===== src/rtl/tetris_move_scheduler_if.sv =====
// Single-transfer command handshake from the move scheduler into the game-control datapath.
interface tetris_move_scheduler_if;
   logic       cmd_valid;
   logic [2:0] cmd;
   logic       cmd_ready;

   modport master (output cmd_valid, output cmd, input cmd_ready);
   modport slave  (input cmd_valid, input cmd, output cmd_ready);
endinterface


===== src/rtl/tetris_move_scheduler.sv =====
// Turns key levels and score-driven gravity into LEFT/RIGHT/ROTATE/DROP commands,
// one per handshake, with sticky per-command pending flags and a halt on game over.
module tetris_move_scheduler #(
   parameter int unsigned GRAVITY_BASE = 50000000,
   parameter int unsigned GRAVITY_STEP = 2000000,
   parameter int unsigned GRAVITY_MIN  = 5000000,
   parameter int unsigned SOFT_PERIOD  = 2500000,
   parameter int unsigned REPEAT_DELAY = 15000000,
   parameter int unsigned REPEAT_RATE  = 5000000
) (
   input  logic                    clk,
   input  logic                    clrn,
   input  logic                    left,
   input  logic                    right,
   input  logic                    up,
   input  logic                    down,
   input  logic [6:0]              score,
   input  logic                    fail,
   output logic [3:0]              level,
   tetris_move_scheduler_if.master cmd_if
);
   localparam logic [2:0] CMD_NONE  = 3'd0;
   localparam logic [2:0] CMD_LEFT  = 3'd1;
   localparam logic [2:0] CMD_RIGHT = 3'd2;
   localparam logic [2:0] CMD_ROT   = 3'd3;
   localparam logic [2:0] CMD_DROP  = 3'd4;

   localparam logic [31:0] G_BASE   = 32'(GRAVITY_BASE);
   localparam logic [31:0] G_STEP   = 32'(GRAVITY_STEP);
   localparam logic [31:0] G_MIN    = 32'(GRAVITY_MIN);
   localparam logic [31:0] G_SOFT   = 32'(SOFT_PERIOD);
   localparam logic [31:0] RPT_FIRE = 32'(REPEAT_DELAY - 1);
   localparam logic [31:0] RPT_WRAP = 32'(REPEAT_DELAY + REPEAT_RATE - 2);

   typedef enum logic [1:0] {IDLE, ISSUE, HALT} state_t;

   state_t      state, state_nxt;
   logic [2:0]  cmd_q, cmd_nxt, prio;
   logic [3:0]  pend, pend_nxt, pend_set, pend_clr;   // {DROP, ROT, RIGHT, LEFT}
   logic        prev_l, prev_r, prev_u, prev_d;
   logic [31:0] hcnt_l, hcnt_r, hcnt_l_nxt, hcnt_r_nxt;
   logic [31:0] gcnt, gcnt_nxt, lvl_drop, per_lvl, per;
   logic        ev_l, ev_r, ev_u, ev_g;
   logic        halt, conflict, xfer;
   logic        unused_score;

   assign unused_score = ^score[2:0];

   // Past the initial delay the counter cycles through [FIRE, WRAP], firing on each entry to FIRE.
   function automatic logic [32:0] h_step(input logic key, input logic prev,
                                          input logic [31:0] cnt);
      logic [31:0] inc;
      inc = (cnt == RPT_WRAP) ? RPT_FIRE : cnt + 32'd1;
      if (!key || !prev) h_step = {key & ~prev, 32'd0};
      else               h_step = {inc == RPT_FIRE, inc};
   endfunction

   assign halt     = fail | (state == HALT);
   assign conflict = left & right;
   assign xfer     = (state == ISSUE) & cmd_if.cmd_ready;

   always_comb begin
      {ev_l, hcnt_l_nxt} = h_step(left,  prev_l, hcnt_l);
      {ev_r, hcnt_r_nxt} = h_step(right, prev_r, hcnt_r);
      if (halt || conflict) begin
         {ev_l, hcnt_l_nxt} = 33'd0;
         {ev_r, hcnt_r_nxt} = 33'd0;
      end
      ev_u = up & ~prev_u & ~halt;
   end

   // Period is recomputed every cycle, so score or down changes apply mid-count.
   always_comb begin
      lvl_drop = 32'(level) * G_STEP;
      per_lvl  = ({1'b0, lvl_drop} + {1'b0, G_MIN} >= {1'b0, G_BASE}) ? G_MIN
                                                                     : G_BASE - lvl_drop;
      per      = (down && per_lvl > G_SOFT) ? G_SOFT : per_lvl;
      ev_g     = 1'b0;
      gcnt_nxt = gcnt + 32'd1;
      if (halt || (down && !prev_d)) begin
         gcnt_nxt = 32'd0;
      end else if (gcnt >= per - 32'd1) begin
         ev_g     = 1'b1;
         gcnt_nxt = 32'd0;
      end
   end

   always_comb begin
      pend_set = {ev_g, ev_u, ev_r, ev_l};
      pend_clr = xfer ? 4'(4'b0001 << (cmd_q - 3'd1)) : 4'b0000;
      pend_nxt = halt ? 4'b0000 : ((pend & ~pend_clr) | pend_set);
      prio     = CMD_RIGHT;
      if (pend[0]) prio = CMD_LEFT;
      if (pend[2]) prio = CMD_ROT;
      if (pend[3]) prio = CMD_DROP;
   end

   always_comb begin
      state_nxt = state;
      cmd_nxt   = cmd_q;
      if (fail) begin
         state_nxt = HALT;
         cmd_nxt   = CMD_NONE;
      end else begin
         case (state)
            IDLE: if (|pend) begin
               state_nxt = ISSUE;
               cmd_nxt   = prio;
            end
            ISSUE: if (cmd_if.cmd_ready) begin
               state_nxt = IDLE;
               cmd_nxt   = CMD_NONE;
            end
            default: begin
               state_nxt = HALT;
               cmd_nxt   = CMD_NONE;
            end
         endcase
      end
   end

   assign cmd_if.cmd_valid = (state == ISSUE);
   assign cmd_if.cmd       = cmd_q;

   always_ff @(posedge clk or negedge clrn) begin
      if (!clrn) begin
         state  <= IDLE;
         cmd_q  <= CMD_NONE;
         pend   <= 4'b0000;
         prev_l <= 1'b0;
         prev_r <= 1'b0;
         prev_u <= 1'b0;
         prev_d <= 1'b0;
         hcnt_l <= 32'd0;
         hcnt_r <= 32'd0;
         gcnt   <= 32'd0;
         level  <= 4'd0;
      end else begin
         state  <= state_nxt;
         cmd_q  <= cmd_nxt;
         pend   <= pend_nxt;
         prev_l <= left;
         prev_r <= right;
         prev_u <= up;
         prev_d <= down;
         hcnt_l <= hcnt_l_nxt;
         hcnt_r <= hcnt_r_nxt;
         gcnt   <= gcnt_nxt;
         level  <= score[6:3];
      end
   end
endmodule


===== src/flat_wrapper.sv =====
// flat-port wrapper written by rule: the top's interface ports become plain ports
module tetris_move_scheduler_flat 
#(
   parameter int unsigned GRAVITY_BASE = 50000000,
   parameter int unsigned GRAVITY_STEP = 2000000,
   parameter int unsigned GRAVITY_MIN  = 5000000,
   parameter int unsigned SOFT_PERIOD  = 2500000,
   parameter int unsigned REPEAT_DELAY = 15000000,
   parameter int unsigned REPEAT_RATE  = 5000000
)
  (clk, clrn, left, right, up, down, score, fail, level, cmd_if_cmd_valid, cmd_if_cmd, cmd_if_cmd_ready);
  tetris_move_scheduler_if cmd_if_i ();
  input  logic clk;
  input  logic clrn;
  input  logic left;
  input  logic right;
  input  logic up;
  input  logic down;
  input  logic [6:0] score;
  input  logic fail;
  output logic [3:0] level;
  output wire logic [$bits(cmd_if_i.cmd_valid)-1:0] cmd_if_cmd_valid;
  output wire logic [$bits(cmd_if_i.cmd)-1:0] cmd_if_cmd;
  input wire logic [$bits(cmd_if_i.cmd_ready)-1:0] cmd_if_cmd_ready;
  assign cmd_if_cmd_valid = cmd_if_i.cmd_valid;
  assign cmd_if_cmd = cmd_if_i.cmd;
  assign cmd_if_i.cmd_ready = cmd_if_cmd_ready;
  tetris_move_scheduler #(.GRAVITY_BASE(GRAVITY_BASE), .GRAVITY_STEP(GRAVITY_STEP), .GRAVITY_MIN(GRAVITY_MIN), .SOFT_PERIOD(SOFT_PERIOD), .REPEAT_DELAY(REPEAT_DELAY), .REPEAT_RATE(REPEAT_RATE)) u_core (.clk(clk), .clrn(clrn), .left(left), .right(right), .up(up), .down(down), .score(score), .fail(fail), .level(level), .cmd_if(cmd_if_i));
endmodule

===== config.mk =====
export PLATFORM = sky130hd
export DESIGN_NAME = tetris_move_scheduler_flat
export DESIGN_NICKNAME = d
export VERILOG_FILES = /design/src/rtl/tetris_move_scheduler_if.sv /design/src/rtl/tetris_move_scheduler.sv /design/src/flat_wrapper.sv
export SDC_FILE = /design/constraint.sdc
export NUM_CORES = 1
export LEC_CHECK = 0
export BUFFER_PORTS_ARGS = -buffer_cell sky130_fd_sc_hd__buf_2
export CAP_MARGIN = 10
export CORE_ASPECT_RATIO = 1.4
export CORE_MARGIN = 8
export CORE_UTILIZATION = 35
export DETAILED_ROUTE_END_ITERATION = 10
export GPL_TIMING_DRIVEN = 1
export HOLD_SLACK_MARGIN = 0.1
export MAX_ROUTING_LAYER = met4
export SYNTH_ARGS = -nofsm -noshare
export SYNTH_HDL_FRONTEND = slang
export SYNTH_SLANG_ARGS = --single-unit

===== constraint.sdc =====
create_clock -name clk -period 16.15 [get_ports clk]
set_clock_uncertainty 0.1 [all_clocks]
set_input_delay 0.8075 -clock clk [delete_from_list [all_inputs] [get_ports clk]]
set_output_delay 0.8075 -clock clk [all_outputs]
set_load 0.02 [all_outputs]

==> results by stage <==
Route:
- In this run, the number of DRC markers left after iteration 0 of detailed routing was around 350.
- The aggregate routed wire length is around 19 mm.
- The post-detailed-route via-to-cell ratio is 5.367.
- The detailed-router iteration count before antenna repair is 5.
- The number of nets with antenna violations after detailed routing is 0.
- The average wire length per cell after detail routing is approximately 15 um.
- The residual DRC count is 0.
- The final route contains roughly 6,700 vias.

Placement:
- The placed wire-length estimate after detailed placement is between 10 and 15 mm.
- The total placed cells including tap cells is ~1,200.
- In this run the tool buffered the top-level ports with 19 buffer cells.
- The final weighted congestion in routability-driven placement is between 0.8 and 0.9.
- Summing all placed instances gives a cell area of 8506 um^2.
- OpenSTA, run right after detailed placement, puts the worst setup slack at 9.021 ns.

Timing:
- After layout, the worst setup slack is between 9 and 10 ns.
- The headroom to the max-slew limit is 23.40%.
- The final total negative setup slack is 0 ns.
- Timing would allow up to 0.1417 GHz.
- For the pin with the worst max-slew slack, the measured transition is approximately 1.1 ns.
- The number of setup violations in the final report is 0.
- The ratio of final minimum period to clock period is a little over two fifths.
- The number of hold-slack violations in the final timing report is 0.
- Hold is met by a little under 0.3 ns.
- The clock period minus worst slack is between 7 and 8 ns.
- The final-report max-slew violation count was 0.
- Setup repair after global routing left no endpoint under its margin.

Clock network:
- Counting along the longest clock path gives a buffer depth of 2.
- After clock tree synthesis, the clock-pin slew on the worst setup and hold paths is 0.06 ns.
- The number of gates resized after CTS was 0.
- The number of levels the H-tree was split into is 4.
- The number of setup buffers added after CTS is 0.
- CTS placed an instance of sky130_fd_sc_hd__clkbuf_16 at the clock tree root.
- The CTS tree is yes.
- Buffers inserted during clock tree synthesis total 17.
- The total of hold buffers inserted after clock tree synthesis is 0.
- For this design, the sink count on the clock tree is 113.
- The worst-skew pair later-pin latency is between 0.4 and 0.5 ns.

Finish:
- Excluding fillers, the count of instances in the completed layout stands at between 1,000 and 1,500.
- The fraction of layout instances using a drive strength above 1 is 8.466%.
- The repair_antennas step left the layout with diodes totalling 0.
- The final layout contains between 1,000 and 1,500 nets.
- From synthesis to final layout, the design area changed by 11.88%.
- The cell area after layout is between 9000 and 10,000 um^2.
- The utilization of the core after routing is 39.48%.

Die:
- For this configuration, the core starts out at a cell density of a little over a third.
- The total area inside the core boundary comes to ~23,000 um^2.
- The full die area is between 20,000 and 30,000 um^2.
- For this design the top-level I/O count stands at 23.
- The floorplan has 66 rows.
- The floorplan step set the die height to approximately 200 um.
- Measured along the x axis, the die boundary spans approximately 140 um.

Synthesis:
- The synthesis warning total is 0.
- In the post-synthesis netlist, the biggest area contributors are sky130_fd_sc_hd__dfrtp_1, sky130_fd_sc_hd__ha_1, sky130_fd_sc_hd__xnor2_1, sky130_fd_sc_hd__xor2_1, sky130_fd_sc_hd__nor2_1.
- Synthesis inferred roughly 110 register bits.
- The number of different library cells used by synthesis comes to 78.
- The mean post-synth cell area is approximately 8.8 um^2.
- The most common flop cell mapped by yosys is sky130_fd_sc_hd__dfrtp_1.
- In the synthesized netlist, the cells that appear most often are sky130_fd_sc_hd__dfrtp_1, sky130_fd_sc_hd__nor2_1, sky130_fd_sc_hd__nand2_1.
- The post-synthesis async set-or-reset flop share is between 90% and 100%.
- The count of flip-flops with a built-in enable after synthesis is 0.
- Among all cell types in the netlist, the one instantiated most often is sky130_fd_sc_hd__dfrtp_1.
- The largest area contributor in the netlist is sky130_fd_sc_hd__dfrtp_1.
- Of the post-synthesis cell area, the dominant cell type holds between 30% and 40%.
- The post-synthesis instance area is 8130 um^2.
- Sequential elements use a little over a third of the synthesized area.
- Synthesis produced a netlist whose cell count is between 900 and 1,000.

Setup path:
- The startpoint identified for the worst register-to-register timing path is u_core.level[1].
- Data on the critical path is required at its endpoint by 16.40 ns.
- By startpoint and endpoint, the worst setup path is classified as register to register.
- STA puts the critical path data arrival time at around 7.3 ns.
- The type of destination of the critical path is a register.
- The capture instance of the worst register-to-register path is u_core.gcnt[11].
- The internal reg-to-reg setup slack is about 9.1 ns.
- The count of cells along the worst register-to-register path is 21.
- In this run the worst path has a maximum fanout of 25.
- STA classifies the critical path startpoint as a register.

Hold path:
- The worst hold path class is primary input to asynchronous set/reset pin.

Power:
- Total power for the finished layout comes to around 0.77 mW.
- The static leakage power is approximately 3.5 nW.
- Power spread over the standard cell area amounts to ~84 nW/um^2.
- IR analysis of the VDD net gives a maximum drop of ~0.076 mV.

GRT:
- The first global-routing pass estimated 32.67 mm of wire.
- The global-route total usage across every layer is 14.59%.
- Entering global routing, the biggest net connects 69 pins.
- The global route total overflow is 0.
- The number of global-route vias before repair is about 6,700.
- The initial antenna violation count is 0.

Run:
- The total of max-cap violations is 0.

Run status:
- The run finished with clean final reports.
per-layer routing:
metal | vias up | global-route usage, % | routed length (um)
met5 | - | - | 0
met4 | 0 | 5.723 | 337
met3 | 22 | 2.373 | 526
met2 | 76 | 24.90 | 9772
met1 | 3278 | 16.68 | 8478
li1 | 3338 | - | -
worst max-delay path by stage:
stage                    start  slack, ns               to  cells after the start
3_3_place_gp   u_core.level[1]       9.09  u_core.gcnt[29]                     21
4_1_cts        u_core.level[1]       9.01  u_core.gcnt[14]                     22
5_1_grt        u_core.level[1]       8.60   u_core.gcnt[2]                     22
6_report       u_core.level[1]       9.09  u_core.gcnt[11]                     21
3_5_place_dp   u_core.level[1]       9.02   u_core.gcnt[2]                     21
2_1_floorplan  u_core.level[1]      10.33  u_core.gcnt[10]                     23
kinds of logic after synthesis:
kind of cell             after synthesis  synth area share [%]
AND/OR/NAND/NOR                      403                 26.79
AO/OA/AOI/OAI                        157                 12.83
flip-flops                           113                 34.78
XOR/XNOR                             111                 12.14
buffers and inverters                 82                 4.094
adder cells (fa/ha/maj)               55                 8.895
multiplexers                           3                0.4155
other                                  1               0.04612
registers in the layout, indices dropped and copies added, names as in the netlist:
| register | cells |
|---|---|
| u_core.prev_r | 1 |
| u_core.hcnt_l | 32 |
| u_core.pend | 4 |
| u_core.state | 2 |
| u_core.cmd_if.cmd | 3 |
| u_core.hcnt_r | 32 |
| u_core.level | 4 |
| u_core.prev_u | 1 |
| u_core.prev_d | 1 |
| u_core.prev_l | 1 |
| u_core.gcnt | 32 |
critical path, cell delays in order, from the launching register on:
cell                        delay [ns]
sky130_fd_sc_hd__dfrtp_1          0.72
sky130_fd_sc_hd__inv_1            0.30
sky130_fd_sc_hd__ha_1             0.44
sky130_fd_sc_hd__fa_1             0.52
sky130_fd_sc_hd__ha_1             0.33
sky130_fd_sc_hd__a211o_1          0.33
sky130_fd_sc_hd__a2111o_1         0.38
sky130_fd_sc_hd__nand4_1          0.15
sky130_fd_sc_hd__nand2_1          0.07
sky130_fd_sc_hd__or4_1            0.71
sky130_fd_sc_hd__and2_4           0.25
sky130_fd_sc_hd__inv_2            0.11
sky130_fd_sc_hd__nor2_1           0.07
sky130_fd_sc_hd__xor2_1           0.14
sky130_fd_sc_hd__ha_1             0.30
sky130_fd_sc_hd__a21o_1           0.16
sky130_fd_sc_hd__a211oi_1         0.20
sky130_fd_sc_hd__o21ai_0          0.11
sky130_fd_sc_hd__a2111oi_0        0.95
sky130_fd_sc_hd__o31ai_4          0.18
sky130_fd_sc_hd__buf_4            0.28
sky130_fd_sc_hd__nor2_1           0.14
power breakdown:
group	internal [mW]	switching, mW
Clock	0.242	0.135
Sequential	0.284	0.00237
Combinational	0.0429	0.0609
Total	0.569	0.198
placed cells by master (no fill, tap or decap), drive strengths merged, types with 22 or more instances in the layout:
cell type  netlist  routed
xnor2           57      57
o21ai           22      22
nand4           48      48
nand3           51      51
nand2           58      58
clkbuf          25      22
xor2            54      54
nor3            22      22
ha              49      49
a21oi           54      54
inv             42      42
dfrtp          113     113
nor2           106     106
buf             15      24
layout make-up:
class	instances	area [um^2]
fillers	2290	13940
multi-input cells	735	5002
flip-flops and latches	113	2828
clock buffers	22	484.2
well taps	306	382.9
inverters	42	157.7
repair buffers	24	135.1
clock inverters	9	106.4
Power figures use the tool's default switching activity.
